==> src/rtl/instr_decoder.sv <==
// instr_decoder: byte-serial 24-bit instruction decoder that issues LDA/INC/DEC to an accumulator.
// Define DEC_ERR_CNT_EN to add the saturating err_cnt output.
module instr_decoder #(
  parameter logic [7:0] TIMEOUT_CYCLES = 8'd255
) (
  input  logic        clk,
  input  logic        dec_rst_n,
  input  logic [7:0]  byte_in,
  input  logic        byte_valid,
  output logic        byte_ready,
  input  logic        acc_ready,
  output logic [23:0] opcode,
  output logic        op_rdy,
  output logic        acc_en,
  output logic [7:0]  dec_data,
  output logic        dec_err
`ifdef DEC_ERR_CNT_EN
  ,
  output logic [7:0]  err_cnt
`endif
);

  localparam logic [2:0] IDLE  = 3'd0;
  localparam logic [2:0] B1    = 3'd1;
  localparam logic [2:0] B2    = 3'd2;
  localparam logic [2:0] OPND  = 3'd3;
  localparam logic [2:0] ISSUE = 3'd4;

  localparam logic [23:0] OP_LDA = 24'h888800;
  localparam logic [23:0] OP_INC = 24'h888801;
  localparam logic [23:0] OP_DEC = 24'h888802;

  logic [2:0]  state;
  logic [15:0] hi_bytes;
  logic [7:0]  idle_cnt;
  logic        xfer;
  logic        expire;
  logic [23:0] full_op;

  function automatic logic [7:0] sat_inc(input logic [7:0] v);
    return (v == 8'hFF) ? v : v + 8'd1;
  endfunction

  assign xfer    = byte_valid & byte_ready;
  // Expiry fires on the edge that ends the TIMEOUT_CYCLES-th idle cycle; a transfer wins.
  assign expire  = (TIMEOUT_CYCLES != 8'd0) && (idle_cnt == TIMEOUT_CYCLES - 8'd1);
  assign full_op = {hi_bytes, byte_in};

  always_ff @(posedge clk or negedge dec_rst_n) begin
    if (!dec_rst_n) begin
      state      <= IDLE;
      hi_bytes   <= 16'h0;
      idle_cnt   <= 8'h0;
      byte_ready <= 1'b0;
      opcode     <= 24'h0;
      op_rdy     <= 1'b0;
      acc_en     <= 1'b0;
      dec_data   <= 8'h0;
      dec_err    <= 1'b0;
    end else begin
      // Outputs are registered images of the next state.
      byte_ready <= 1'b1;
      op_rdy     <= 1'b0;
      acc_en     <= 1'b0;
      dec_err    <= 1'b0;
      case (state)
        IDLE: begin
          idle_cnt <= 8'h0;
          if (xfer) begin
            hi_bytes[15:8] <= byte_in;
            state          <= B1;
          end
        end
        B1, B2, OPND: begin
          if (xfer) begin
            idle_cnt <= 8'h0;
            if (state == B1) begin
              hi_bytes[7:0] <= byte_in;
              state         <= B2;
            end else if (state == B2) begin
              if (full_op == OP_LDA) begin
                state <= OPND;
              end else if (full_op == OP_INC || full_op == OP_DEC) begin
                opcode     <= full_op;
                dec_data   <= 8'h00;
                byte_ready <= 1'b0;
                op_rdy     <= 1'b1;
                acc_en     <= 1'b1;
                state      <= ISSUE;
              end else begin
                dec_err <= 1'b1;
                state   <= IDLE;
              end
            end else begin
              // Only LDA reaches OPND, so the issued opcode is known.
              opcode     <= OP_LDA;
              dec_data   <= byte_in;
              byte_ready <= 1'b0;
              op_rdy     <= 1'b1;
              acc_en     <= 1'b1;
              state      <= ISSUE;
            end
          end else if (expire) begin
            dec_err  <= 1'b1;
            idle_cnt <= 8'h0;
            state    <= IDLE;
          end else begin
            idle_cnt <= sat_inc(idle_cnt);
          end
        end
        ISSUE: begin
          if (acc_ready) begin
            state <= IDLE;
          end else begin
            byte_ready <= 1'b0;
            op_rdy     <= 1'b1;
            acc_en     <= 1'b1;
          end
        end
        default: state <= IDLE;
      endcase
    end
  end

`ifdef DEC_ERR_CNT_EN
  always_ff @(posedge clk or negedge dec_rst_n) begin
    if (!dec_rst_n) begin
      err_cnt <= 8'h0;
    end else if (dec_err) begin
      err_cnt <= sat_inc(err_cnt);
    end
  end
`endif

endmodule

==> config.mk <==
export PLATFORM = sky130hd
export DESIGN_NAME = instr_decoder
export DESIGN_NICKNAME = d
export VERILOG_FILES = /design/src/rtl/instr_decoder.sv
export SDC_FILE = /design/constraint.sdc
export NUM_CORES = 1
export LEC_CHECK = 0
export BUFFER_PORTS_ARGS = -buffer_cell sky130_fd_sc_hd__buf_2
export CORE_MARGIN = 1.5
export CORE_UTILIZATION = 60
export CTS_CLUSTER_DIAMETER = 150
export DETAILED_ROUTE_END_ITERATION = 10
export GPL_TIMING_DRIVEN = 0
export PLACE_DENSITY = 0.83
export RECOVER_POWER = 25
export SKIP_LAST_GASP = 1
export SYNTH_ARGS = -nofsm -noshare
export SYNTH_HDL_FRONTEND = slang
export SYNTH_SLANG_ARGS = --single-unit
==> constraint.sdc <==
create_clock -name clk -period 2.73 [get_ports clk]
set_clock_uncertainty 0.05 [all_clocks]
set_input_delay 0.1365 -clock clk [delete_from_list [all_inputs] [get_ports clk]]
set_output_delay 0.1365 -clock clk [all_outputs]
set_load 0.05 [all_outputs]
==> flow_metrics.py <==
metrics = {
    "status": {
        "status": "finished, final reports clean",
    },
    "cts": {
        "cts_made_buffers": 9,
        "cts_tree": "built",
        "clk_latency_ns": 0.33,
        "post_cts_resized": 0,
        "cts.clk_slew.worst_paths_ns": 0.07,
        "htreeDepth": 3,
        "cts_sinks": 62,
        "cts_root_buffer": "clkbuf_8",
        "clockBufferDepth": 2,
    },
    "placement": {
        "port-buffer-count": 46,
        "dpl.hpwl_mm": 3.83,
        "pre_cts_ws_ns": 0.678,
        "gp_congestion": 0.870,
        "place_area_mm2": 0.00309,
    },
    "run": {
        "cap_violations": 0,
    },
    "layout": {
        "syn2layout_area_growth_pct": 17.9,
        "fin_area_mm2": 0.00329,
        "multiInputGateArea_mm2": 0.00114,
        "layout_common_cells": "62 x dfrtp_1, 44 x buf_2, 20 x nand2_1",
        "final_nets": 308,
        "final_util_pct": 74.6,
        "drive_gt1_share_pct": 30.4,
        "diodes": 0,
        "layout_commonest_cell": "dfrtp_1",
        "ff_latch_area_mm2": 0.00155,
        "fillCellCount": 310,
    },
    "grt": {
        "grt_pass1_wl_mm": 9.69,
        "grt_max_degree": 63,
        "antenna_found_initial": 0,
        "grtUsageTotal_pct": 24.4,
        "grt_pass1_vias": 2063,
        "grt_overflow_total": 0,
    },
    "worst_setup_path": {
        "endpoint_kind": "flip-flop",
        "path_cells": "inv_1 > ha_1 > and3_1 > a211oi_2 > o21ai_1 > o21ai_0",
        "timing.critical_path.arrival_ns": 2.27,
        "crit_family": "compound AO/OA/AOI/OAI gates",
        "worst-r2r-setup-slack_ns": 0.66,
        "cp_slowest_cell": "a211oi_2",
        "slowest_delay_ns": 0.61,
        "r2r_cells": 6,
        "critPathKind": "reg -> reg",
        "cp_num_buf_inv": 1,
        "r2r_end": "idle_cnt[1]$_DFFE_PN0P_",
        "crit-reg2reg-launch": "idle_cnt[0]$_DFFE_PN0P_",
        "worst-endpoint-required_ns": 2.92,
        "startpoint_type": "flip-flop",
        "critPathMaxFanout": 10,
    },
    "floorplan": {
        "start_util_pct": 63.3,
        "num_rows": 24,
        "die-area_mm2": 0.00507,
        "ios": 48,
        "die_width_um": 71.2,
        "coreArea_mm2": 0.00441,
        "fp.dieH_um": 71.2,
    },
    "hold_path": {
        "hold_start": "acc_ready",
        "hold_end": "byte_ready$_DFF_PN0_",
        "hold_class": "in -> reg",
        "hold_path_depth": 3,
    },
    "route": {
        "wire_per_inst_um": 16.1,
        "antenna_left": 0,
        "drt-initial-drc-count": 204,
        "dr.pass1.iters": 4,
        "viasPerCell": 6.00,
        "vias": 2107,
        "routed_wl_mm": 5.65,
        "drcViolationCount": 0,
    },
    "pwr": {
        "p_leak_nw": 1.50,
        "max-vdd-ir-drop_v": 0.000801,
        "powerDensity_mw_per_mm2": 1030,
    },
    "synthesis": {
        "synth_top_cells_by_area": "dfrtp_1 56%, mux2_2 6.0%, a21boi_0 4.0%",
        "synth.cell_area_mm2": 0.00279,
        "synth_top_area_share_pct": 55.6,
        "ys_seq_area_share_pct": 55.6,
        "synth_edf_count": 0,
        "synth_top_flop_cell": "dfrtp_1",
        "avgSynthCellArea_um2": 11.8,
        "yosys.area.top_type": "dfrtp_1",
        "ys_async_sr_fraction_pct": 100,
        "synth-seq-cells": 62,
        "synth_cells": 236,
        "synth_warnings": 0,
        "synth_nets": 250,
        "synthDistinctLibCells": 52,
    },
    "sta": {
        "hold_viol": 0,
        "tightest_slew_ns": 1.46,
        "slew_headroom_pct": 2.48,
        "period_share_pct": 76.0,
        "setup_slack_ns": 0.656,
        "setup_tns_ns": 0,
        "finalSetupViolCount": 0,
        "rsz0062_at_grt": "false",
        "period_minus_slack_ns": 2.07,
        "hold_ws_ns": 0.0416,
        "slew_viol_final": 0,
        "fmax_mhz": 482,
    },
}
==> per-layer routing <==
layer	up-vias	wire, µm	GRT usage (%)
li1	997	-	-
met1	1034	2680	36.0
met2	68	2630	35.4
met3	8	257	6.75
met4	0	82	8.39
met5	-	0	0
==> what timing repair did <==
action / in CTS / in global routing
endpoints found under the hold margin: 0 / 62
hold buffers: 0 / 1
buffers inserted: 0 / 0
==> sequential cells by signal, summed over array words and instances, names as in the netlist <==
name	flops
acc_en	1
byte_ready	1
dec_data	8
dec_err	1
hi_bytes	16
idle_cnt	8
opcode	24
state	3
==> stage by stage <==
stage / cells / total power [W]
after floorplan: 236 / 0.00231
after global placement: 334 / 0.00256
after detailed placement: 334 / 0.00261
after CTS: 350 / 0.00342
after global routing: 351 / 0.00358
final: 351 / 0.00339
==> worst register-to-register path, stage by stage (launching register included) <==
cell and delay [ns]:
dfrtp_1 0.42, inv_1 0.07, ha_1 0.21, and3_1 0.20, a211oi_2 0.61, o21ai_1 0.21
o21ai_0 0.21
==> worst max path at each step <==
stage                               endpoint                    start  depth (start not counted)  slack, ns
floorplan           hi_bytes[10]$_DFFE_PN0P_     byte_ready$_DFF_PN0_                          4       0.86
global placement     idle_cnt[1]$_DFFE_PN0P_  idle_cnt[0]$_DFFE_PN0P_                          6       0.72
detailed placement   idle_cnt[1]$_DFFE_PN0P_  idle_cnt[0]$_DFFE_PN0P_                          6       0.68
CTS                  idle_cnt[1]$_DFFE_PN0P_  idle_cnt[0]$_DFFE_PN0P_                          6       0.65
global route         idle_cnt[1]$_DFFE_PN0P_  idle_cnt[0]$_DFFE_PN0P_                          6       0.50
finish               idle_cnt[1]$_DFFE_PN0P_  idle_cnt[0]$_DFFE_PN0P_                          6       0.66
==> cell type report <==
type	instances	area share [%]
Multi-Input combinational cell	155	34.7
Tap cell	52	1.98
Clock buffer	12	4.71
Inverter	7	0.798
Clock inverter	4	1.37
Buffer	12	2.17
Timing Repair Buffer	47	7.14
Sequential cell	62	47.1
==> report_power, final <==
group	switching, W	total [W]	internal (W)
clock	0.000332	0.000798	0.000467
combinational	0.000788	0.00123	0.000441
sequential	0.000197	0.00137	0.00117
total	0.00132	0.00339	0.00208
==> cells by family after synthesis <==
| family | share of synthesized area [%] |
|---|---|
| flip-flops | 55.6 |
| multiplexers | 6.05 |
| AO/OA/AOI/OAI | 19.3 |
| XOR/XNOR | 0.314 |
| adder cells (fa/ha/maj) | 0.896 |
| buffers and inverters | 3.49 |
| AND/OR/NAND/NOR | 14.4 |
==> Yosys cell counts (all sizes together) (3+ instances only) <==
library cell / count
and3: 4
nor3: 3
a21boi: 18
a22oi: 8
inv: 7
dfrtp: 62
nand3: 5
nand4: 3
nor4: 6
a21o: 7
nor4b: 3
mux2: 15
o21ai: 13
a21oi: 10
nor2: 7
a211oi: 3
nand2: 20
clkbuf: 5
o211ai: 3
buf: 7
Power figures use the tool's default switching activity.
